`config.mk`:
```
export PLATFORM = sky130hd
export DESIGN_NAME = osd_rom_arbiter
export DESIGN_NICKNAME = d
export VERILOG_FILES = /design/src/rtl/osd_rom_arbiter.sv
export SDC_FILE = /design/constraint.sdc
export NUM_CORES = 1
export LEC_CHECK = 0
export CELL_PAD_IN_SITES_DETAIL_PLACEMENT = 1
export CELL_PAD_IN_SITES_GLOBAL_PLACEMENT = 1
export CORE_ASPECT_RATIO = 0.75
export CORE_MARGIN = 2
export CORE_UTILIZATION = 30
export CTS_CLUSTER_SIZE = 20
export DETAILED_ROUTE_END_ITERATION = 6
export MAX_ROUTING_LAYER = met4
export PLACE_DENSITY_LB_ADDON = 0.08
export RECOVER_POWER = 50
export REMOVE_ABC_BUFFERS = 1
export SLEW_MARGIN = 10
export SYNTH_ARGS = -nofsm -noshare
export SYNTH_HDL_FRONTEND = slang
export SYNTH_SLANG_ARGS = --single-unit
```
`constraint.sdc`:
```
create_clock -name i_clk -period 13.2 [get_ports i_clk]
set_input_delay 3.96 -clock i_clk [delete_from_list [all_inputs] [get_ports i_clk]]
set_output_delay 3.96 -clock i_clk [all_outputs]
set_load 0.05 [all_outputs]
```
`src/rtl/osd_rom_arbiter.sv`:
```
// Round-robin arbiter sharing one font ROM between PORT_NUM character overlays.
// Defining OSD_ARB_CONFLICT_CNT_EN adds a saturating contention-cycle counter.
module osd_rom_arbiter #(
  parameter int PORT_NUM = 10,
  parameter int ADDR_W   = 13,
  parameter int DATA_W   = 16,
  parameter int ROM_LAT  = 1
) (
  input  logic                         i_clk,
  input  logic                         i_rst_n,
  input  logic [PORT_NUM-1:0]          i_req,
  input  logic [PORT_NUM*ADDR_W-1:0]   i_rd_addr,
  output logic [PORT_NUM-1:0]          o_gnt,
  output logic                         o_rom_en,
  output logic [ADDR_W-1:0]            o_rom_addr,
  input  logic [DATA_W-1:0]            i_rom_data,
  output logic [PORT_NUM-1:0]          o_rd_vld,
  output logic [PORT_NUM*DATA_W-1:0]   o_rd_data,
  output logic [15:0]                  o_conflict_cnt
);

  localparam int IDX_W = (PORT_NUM > 1) ? $clog2(PORT_NUM) : 1;

  logic                       gnt_vld_q, gnt_vld_d;
  logic [IDX_W-1:0]           gnt_idx_q, gnt_idx_d;
  logic [IDX_W-1:0]           ptr_q, ptr_d;
  logic [ADDR_W-1:0]          rom_addr_q, rom_addr_d;
  logic                       tag_vld_q [ROM_LAT];
  logic                       tag_vld_d [ROM_LAT];
  logic [IDX_W-1:0]           tag_idx_q [ROM_LAT];
  logic [IDX_W-1:0]           tag_idx_d [ROM_LAT];
  logic [PORT_NUM*DATA_W-1:0] rd_data_q, rd_data_d;
  logic [PORT_NUM-1:0]        gnt_oh;
  logic [PORT_NUM-1:0]        rd_vld_oh;
  logic [PORT_NUM-1:0]        req_masked;

  always_comb begin : decode
    gnt_oh    = '0;
    rd_vld_oh = '0;
    if (gnt_vld_q) gnt_oh[gnt_idx_q] = 1'b1;
    if (tag_vld_q[ROM_LAT-1]) rd_vld_oh[tag_idx_q[ROM_LAT-1]] = 1'b1;
  end

  // Scan offsets from far to near so the nearest requester at or above ptr wins.
  always_comb begin : arbitrate
    int cand;
    cand       = 0;
    gnt_vld_d  = 1'b0;
    gnt_idx_d  = '0;
    ptr_d      = ptr_q;
    rom_addr_d = rom_addr_q;
    req_masked = i_req & ~gnt_oh;
    for (int i = PORT_NUM - 1; i >= 0; i--) begin
      cand = int'(ptr_q) + i;
      if (cand >= PORT_NUM) cand = cand - PORT_NUM;
      if (req_masked[cand]) begin
        gnt_vld_d = 1'b1;
        gnt_idx_d = IDX_W'(cand);
      end
    end
    if (gnt_vld_d) begin
      rom_addr_d = i_rd_addr[gnt_idx_d*ADDR_W +: ADDR_W];
      ptr_d      = (int'(gnt_idx_d) == PORT_NUM - 1) ? '0 : gnt_idx_d + 1'b1;
    end
  end

  always_comb begin : tag_pipe
    tag_vld_d[0] = gnt_vld_q;
    tag_idx_d[0] = gnt_idx_q;
    for (int s = 1; s < ROM_LAT; s++) begin
      tag_vld_d[s] = tag_vld_q[s-1];
      tag_idx_d[s] = tag_idx_q[s-1];
    end
  end

  // The returning slice follows the ROM bus in its strobe cycle, then holds.
  always_comb begin : rd_capture
    rd_data_d = rd_data_q;
    for (int k = 0; k < PORT_NUM; k++) begin
      if (rd_vld_oh[k]) rd_data_d[k*DATA_W +: DATA_W] = i_rom_data;
    end
  end

  always_ff @(posedge i_clk) begin
    if (!i_rst_n) begin
      gnt_vld_q  <= 1'b0;
      gnt_idx_q  <= '0;
      ptr_q      <= '0;
      rom_addr_q <= '0;
      rd_data_q  <= '0;
      for (int s = 0; s < ROM_LAT; s++) begin
        tag_vld_q[s] <= 1'b0;
        tag_idx_q[s] <= '0;
      end
    end else begin
      gnt_vld_q  <= gnt_vld_d;
      gnt_idx_q  <= gnt_idx_d;
      ptr_q      <= ptr_d;
      rom_addr_q <= rom_addr_d;
      rd_data_q  <= rd_data_d;
      for (int s = 0; s < ROM_LAT; s++) begin
        tag_vld_q[s] <= tag_vld_d[s];
        tag_idx_q[s] <= tag_idx_d[s];
      end
    end
  end

`ifdef OSD_ARB_CONFLICT_CNT_EN
  logic [15:0] conflict_cnt_q, conflict_cnt_d;

  // Two or more bits set is detected by clearing the lowest set bit.
  always_comb begin : conflict_count
    conflict_cnt_d = conflict_cnt_q;
    if (((i_req & (i_req - PORT_NUM'(1))) != '0) && (conflict_cnt_q != 16'hFFFF))
      conflict_cnt_d = conflict_cnt_q + 16'd1;
  end

  always_ff @(posedge i_clk) begin
    if (!i_rst_n) conflict_cnt_q <= '0;
    else          conflict_cnt_q <= conflict_cnt_d;
  end

  assign o_conflict_cnt = conflict_cnt_q;
`else
  assign o_conflict_cnt = 16'd0;
`endif

  assign o_gnt      = gnt_oh;
  assign o_rom_en   = gnt_vld_q;
  assign o_rom_addr = rom_addr_q;
  assign o_rd_vld   = rd_vld_oh;
  assign o_rd_data  = rd_data_d;

endmodule

```
==> results of run 1 <==
[worst max-delay path, stage by stage]
cell	delay (ns)
dlygate4sd3_1	1.09
mux2_1	0.27
clkdlybuf4s50_1	0.86
[how the worst max path moves through the flow]
stage                       start                    endpoint  slack (ns)
CTS                 i_rom_data[7]              o_rd_data[151]        3.16
detailed placement  i_rom_data[7]              o_rd_data[151]        3.16
global route        i_rom_data[7]              o_rd_data[151]        2.97
floorplan                i_req[8]  o_rom_addr[0]$_SDFFE_PN0P_        2.38
global placement    i_rom_data[7]              o_rd_data[151]        3.18
finish              i_rom_data[7]              o_rd_data[151]        3.05
[metal layers]
| layer | wire (um) | global-route usage | vias to the layer above |
|---|---|---|---|
| met5 | 0 | - | - |
| met1 | 23140 | 0.3301 | 5479 |
| met2 | 20650 | 0.3579 | 276 |
| met4 | 489 | 0.03871 | 0 |
| met3 | 3164 | 0.06791 | 32 |
| li1 | - | - | 5336 |
[cells by family (layout without fill, tap and decap cells)]
logic type,count (synthesis),count (layout),synth area share
adders and majority gates,23,23,0.02480
muxes,176,176,0.1628
buffers and inverters,135,425,0.05553
xor gates and xnor gates,15,15,0.01380
AOI/OAI and AO/OA,203,203,0.1412
and+or+nand+nor,651,651,0.2789
other,1,18,0.0003231
DFF,187,187,0.3226
[synthesized netlist by cell type, types with 11 or more instances]
cell type / count
and2_1: 175
dfxtp_1: 187
o2111a_1: 12
nor2_1: 42
ha_1: 23
nand2b_1: 11
mux2_2: 98
mux2i_1: 77
nand2_1: 323
buf_2: 11
nand3_1: 13
a32o_1: 14
buf_4: 29
nor2b_1: 13
o21ai_0: 19
o211ai_1: 14
a21oi_1: 39
inv_1: 20
clkbuf_1: 60
[metrics by stage]
step	worst slack [ns]	power, mW	util	hold slack, ns	cell area [um2]
3_5_place_dp	3.158	3.686	0.4028	0.4590	15400
4_1_cts	3.157	4.227	0.4180	0.4758	15990
2_1_floorplan	2.381	2.814	-	0.5204	11120
6_report	3.054	4.184	0.4178	0.4675	15980
3_3_place_gp	3.185	3.670	0.4028	0.4474	15400
5_1_grt	2.968	4.503	0.4177	0.4947	15970
[sequential cells by signal (all words and copies together), names as in the netlist]
| name | cells |
|---|---|
| tag_vld_q | 1 |
| tag_idx_q | 4 |
| ptr_q | 4 |
| o_rom_addr | 13 |
| o_rom_en | 1 |
| gnt_idx_q | 4 |
| rd_data_q | 160 |
[layout make-up]
cell class                 instances  area, um2
tap                              512      640.6
clock buffer                      18      429.2
sequential                       187       3744
inverter                          28      105.1
antenna                            2      5.005
clock inverter                    14      151.4
timing repair buffer             365       3605
fill                            4464      22270
multi-input combinational       1084       7300
[power breakdown]
part / leakage [nW] / switching (mW) / internal (mW)
clock network: 0.277 / 0.254 / 0.269
registers: 1.51 / 0.0313 / 0.616
logic: 4.84 / 1.83 / 1.18
total: 6.64 / 2.12 / 2.06
==> summary.md, run 1 <==
| Metric | Value |
|---|---|
| Status | `finished with violations` |
| Failing checks | `max-capacitance violations, max-slew violations` |
| GR Util All Layers | `0.2414` |
| Total leakage power | `6.636 nW` |
| Final cell count without fillers | `2210` |
| Mapped Cells | `1391` |
| Hold crit path type | `flip-flop to flip-flop` |
| Ranking of synthesized cells by area | `dfxtp_1 (32%), nand2_1 (10%), mux2_2 (9.5%)` |
| Post-CTS Resized | `0` |
| IO Pins | `368` |
| Critical Path RT | `9.24 ns` |
| First-pass GRT wire length | `71.14 mm` |
| Yosys cell types | `97` |
| Layout cells sized above 1 | `0.08726` |
| Area grow syn2layout | `37.69%` |
| Post CTS Setup Buffer Count | `0` |
| Crit start category | `input pin` |
| RSZ-0062 raised after global routing | `no` |
| Max Freq | `98.57 MHz` |
| Nets | `1864` |
| Depth of the worst register-to-register path | `18` |
| Final cycle utilization of the critical path | `0.7686` |
| DP HPWL | `35.74 mm` |
| Die Area | `0.04029 mm2` |
| Num Clock Sinks | `187` |
| Synth area leader | `dfxtp_1` |
| Most common cell after layout, fill and taps aside | `nand2_1` |
| Worst EP arrival | `6.19 ns` |
| Wirelength per Cell | `21.47 um` |
| Critical R2R Launch | `ptr_q[1]$_SDFFE_PN0P_` |
| Reg2Reg Capture Point | `o_rom_addr[6]$_SDFFE_PN0P_` |
| DRT Wirelength | `47.44 mm` |
| Final antenna-violating net count | `0` |
| GRT overflow | `0` |
| Worst hold path depth | `1` |
| Critical path fanouts, max | `10` |
| Hold_sp | `o_rom_addr[11]$_SDFFE_PN0P_` |
| Htree depth | `4` |
| Core area | `0.03824 mm2` |
| Vias per cell | `5.033` |
| Final setup viols | `0` |
| Die Ht | `174.3 um` |
| Vias | `11.12k` |
| R2R setup slack | `6.40 ns` |
| Clock Pin Slew Worst Setup and Hold Paths | `0.08 ns` |
| Setup crit end kind | `output port` |
| Share of the synthesized area in the top cell type | `0.3226` |
| Crit path time final | `10.15 ns` |
| Synth Warn # | `0` |
| IO buf count | `351` |
| Final Wtd Congestion | `0.9245` |
| Horiz. Die Dim | `231.1 um` |
| Vias in the first global route | `11.23k` |
| CTS Buf Count | `17` |
| Synthesized area | `0.01160 mm2` |
| DR pass1 iterations | `5` |
| Synth Flop Type | `dfxtp_1` |
| EDFF count, synth | `0` |
| Worst skew pair latency | `0.45 ns` |
| Root buf cell | `clkbuf_16` |
| Detailed Route Iter0 Violations | `528` |
| Syn avg cell area | `8.343 um2` |
| Most frequent cells in the layout | `nand2_1 (323), clkdlybuf4s50_1 (309), dfxtp_1 (187)` |
| Fin. max-slew vios | `167` |
| Inst Count DP | `2176` |
| Number of cell rows | `62` |
| Share of the yosys chip area belonging to registers | `0.3226` |
| Total negative slack | `0 ns` |
| Hold endpoint | `o_rom_addr[11]$_SDFFE_PN0P_` |
| Yosys reg bits | `187` |
| Worst slew pin tran | `3.227 ns` |
| P per Cell Area | `261.9 mW/mm2` |
| Rel. slew slack | `-1.152` |
| Antenna violations before repair | `0` |
| CTS tree | `yes` |
| VDD IR max | `0.0003236 V` |
| Final hold viol count | `0` |
| Clock skew | `0.01520 ns` |
| Hold buffer count at CTS | `0` |
| Ys async rst share | `0` |
| Residual DRC | `0` |
| Crit Path Category | `input pin to output port` |
| Total of max-cap violations | `2` |
| Largest net degree at the start of global routing | `85` |
| Initial Util | `0.3034` |
| Deepest clock path buffer count | `2` |
Power figures use the tool's default switching activity.
==> run 2: changes to the inputs <==
Clock period 13.2 ns to 8.92 ns, I/O delays scaled along.
==> summary.md, run 2 (synthesis gave the netlist of run 1 again) <==
| Metric | Value |
|---|---|
| GR Util All Layers | `0.2405 (-0.0008469)` |
| Residual DRC | `0 (unchanged)` |
| Horiz. Die Dim | `231.1 um (unchanged)` |
| GRT overflow | `0 (unchanged)` |
| Critical path fanouts, max | `10 (unchanged)` |
| Die Ht | `174.3 um (unchanged)` |
| Crit path time final | `7.525 ns` |
| Combinational power share | `0.717 (-0.003)` |
| VDD IR max | `0.0005393 V (+67%)` |
| Cell Area, Placed | `0.01541 mm2 (about the same)` |
| Root buf cell | `clkbuf_16` |
| Max reg flops | `160 (unchanged)` |
| Hold buffer count at CTS | `0 (unchanged)` |
| Critical Path Start | `i_rom_data[11]` |
| Top reg by flops | `rd_data_q` |
| Total of max-cap violations | `2 (unchanged)` |
| CTS tree | `yes` |
| Area grow syn2layout | `37.96%` |
| Antenna violations before repair | `5 (+5)` |
| IO buf count | `351 (unchanged)` |
| Largest net degree at the start of global routing | `81 (-4.7%)` |
| NetSw | `3.143 mW (+48%)` |
| Final Wtd Congestion | `0.9451 (+2.2%)` |
| RSZ-0062 raised after global routing | `no` |
| Vias | `11.18k (+0.54%)` |
| Post-route cell area | `0.01601 mm2 (+0.20%)` |
| Worst EP arrival | `4.85 ns (-1.34 ns)` |
| Sw Ratio | `0.5051 (-0.001551)` |
| DRT Wirelength | `47.38 mm (-0.14%)` |
| Clock skew | `0.01277 ns (-0.002433 ns)` |
| Critical R2R Launch | `ptr_q[1]$_SDFFE_PN0P_` |
| Final cycle utilization of the critical path | `0.8437` |
| IO Pins | `368 (unchanged)` |
| Status | `finished with violations` |
| Critical Path RT | `6.24 ns (-3.00 ns)` |
| Most common cell after layout, fill and taps aside | `nand2_1` |
| Htree depth | `4 (unchanged)` |
| Num Clock Sinks | `187 (unchanged)` |
| Depth of the worst register-to-register path | `18 (unchanged)` |
| Most frequent cells in the layout | `nand2_1 (323), clkdlybuf4s50_1 (317), dfxtp_1 (187)` |
| Critical Path End | `o_rd_data[123]` |
| Worst skew pair latency | `0.45 ns (about the same)` |
| Worst hold path depth | `1 (unchanged)` |
| Total leakage power | `6.590 nW (-0.68%)` |
| Detailed Route Iter0 Violations | `609 (+15%)` |
| DP HPWL | `35.59 mm (-0.42%)` |
| Reg2Reg Capture Point | `o_rom_addr[7]$_SDFFE_PN0P_` |
| First-pass GRT wire length | `71.55 mm (+0.57%)` |
| Core area | `0.03824 mm2 (unchanged)` |
| Clk pwr share | `0.128 (+0.003)` |
| Crit start category | `input pin` |
| Hold crit path type | `flip-flop to flip-flop` |
| Clock Pin Slew Worst Setup and Hold Paths | `0.07 ns (about the same)` |
| CTS Buf Count | `17 (unchanged)` |
| P per Cell Area | `388.7 mW/mm2 (+48%)` |
| Flop pwr share | `0.155 (about the same)` |
| Crit Path Category | `input pin to output port` |
| Int Power | `3.080 mW (+49%)` |
| Layout cells sized above 1 | `0.1056 (+0.01834)` |
| Die Area | `0.04029 mm2 (unchanged)` |
| Post CTS Setup Buffer Count | `0 (unchanged)` |
| Deepest clock path buffer count | `2 (unchanged)` |
| Vias per cell | `5.060 (+0.54%)` |
| Number of cell rows | `62 (unchanged)` |
| R2R setup slack | `2.61 ns (-3.79 ns)` |
| Wirelength per Cell | `21.44 um (-0.14%)` |
| Max Freq | `132.9 MHz` |
| Post-CTS Resized | `0 (unchanged)` |
| Worst slew pin tran | `3.125 ns (-0.1019 ns)` |
| Failing checks | `max-capacitance violations, max-slew violations` |
| DR pass1 iterations | `5 (unchanged)` |
| Nets | `1863 (-0.054%)` |
| WHS | `0.4609 ns (-0.006636 ns)` |
| Setup crit end kind | `output port` |
| Initial Util | `0.3034 (unchanged)` |
| Final hold viol count | `0 (unchanged)` |
| Final antenna-violating net count | `0 (unchanged)` |
| Final setup viols | `0 (unchanged)` |
| Vias in the first global route | `11.45k (+2.0%)` |
| Rel. slew slack | `-1.084 (+0.06793)` |
| Fin. max-slew vios | `147 (-12%)` |
==> run 2: worst min-delay path by stage <==
stage | slack, ns | start | to
6_report | 0.46 | o_rom_addr[6]$_SDFFE_PN0P_ | o_rom_addr[6]$_SDFFE_PN0P_
5_1_grt | 0.50 | o_rom_addr[8]$_SDFFE_PN0P_ | o_rom_addr[8]$_SDFFE_PN0P_
4_1_cts | 0.47 | o_rom_addr[6]$_SDFFE_PN0P_ | o_rom_addr[6]$_SDFFE_PN0P_
3_5_place_dp | 0.46 | o_rom_addr[6]$_SDFFE_PN0P_ | o_rom_addr[6]$_SDFFE_PN0P_
3_3_place_gp | 0.45 | o_rom_addr[7]$_SDFFE_PN0P_ | o_rom_addr[7]$_SDFFE_PN0P_
2_1_floorplan | 0.52 | gnt_idx_q[3]$_SDFF_PN0_ | tag_idx_q[0][3]$_SDFF_PN0_
==> run 2: metrics by stage <==
stage / setup slack, ns / std cells / utilization / power, mW / TNS, ns
final: 1.395 / 2210 / 0.4186 / 6.223 / 0
after global routing: 1.319 / 2209 / 0.4186 / 6.674 / 0
after CTS: 1.450 / 2207 / 0.4187 / 6.269 / 0
after detailed placement: 1.453 / 2175 / 0.4029 / 5.447 / 0
after global placement: 1.467 / 2175 / 0.4029 / 5.396 / 0
after floorplan: -0.6150 / 1299 / - / 3.898 / -8.174
==> run 2: power by group through the flow <==
stage          registers, mW  logic, mW  clock network [mW]
3_5_place_dp           0.985       4.46                   0
4_1_cts                0.966       4.48               0.827
2_1_floorplan           1.09       2.81                   0
6_report               0.964       4.46               0.799
5_1_grt                0.974       4.84               0.864
3_3_place_gp           0.981       4.42                   0
==> run 2: area by class of cell <==
cell class                 instances  area [um2]
antenna                            3       7.507
clock buffer                      18       429.2
clock inverter                    14       175.2
fill                            4477       22230
inverter                          28       105.1
multi-input combinational       1084        7300
sequential                       187        3744
tap                              512       640.6
timing repair buffer             364        3610
==> run 2: metal layers <==
| metal | wire length [um] | share of wire | up-vias | GRT usage |
|---|---|---|---|---|
| met5 | 0 | 0 | - | - |
| li1 | - | - | 5337 | - |
| met1 | 22700 | 0.48 | 5504 | 0.3269 |
| met2 | 21000 | 0.44 | 311 | 0.3610 |
| met3 | 3144 | 0.066 | 31 | 0.06135 |
| met4 | 533 | 0.011 | 0 | 0.04489 |
==> run 2: worst max-delay path: stages <==
cell and delay [ns]:
dlygate4sd3_1 1.03, mux2_2 0.31, clkdlybuf4s50_1 0.82
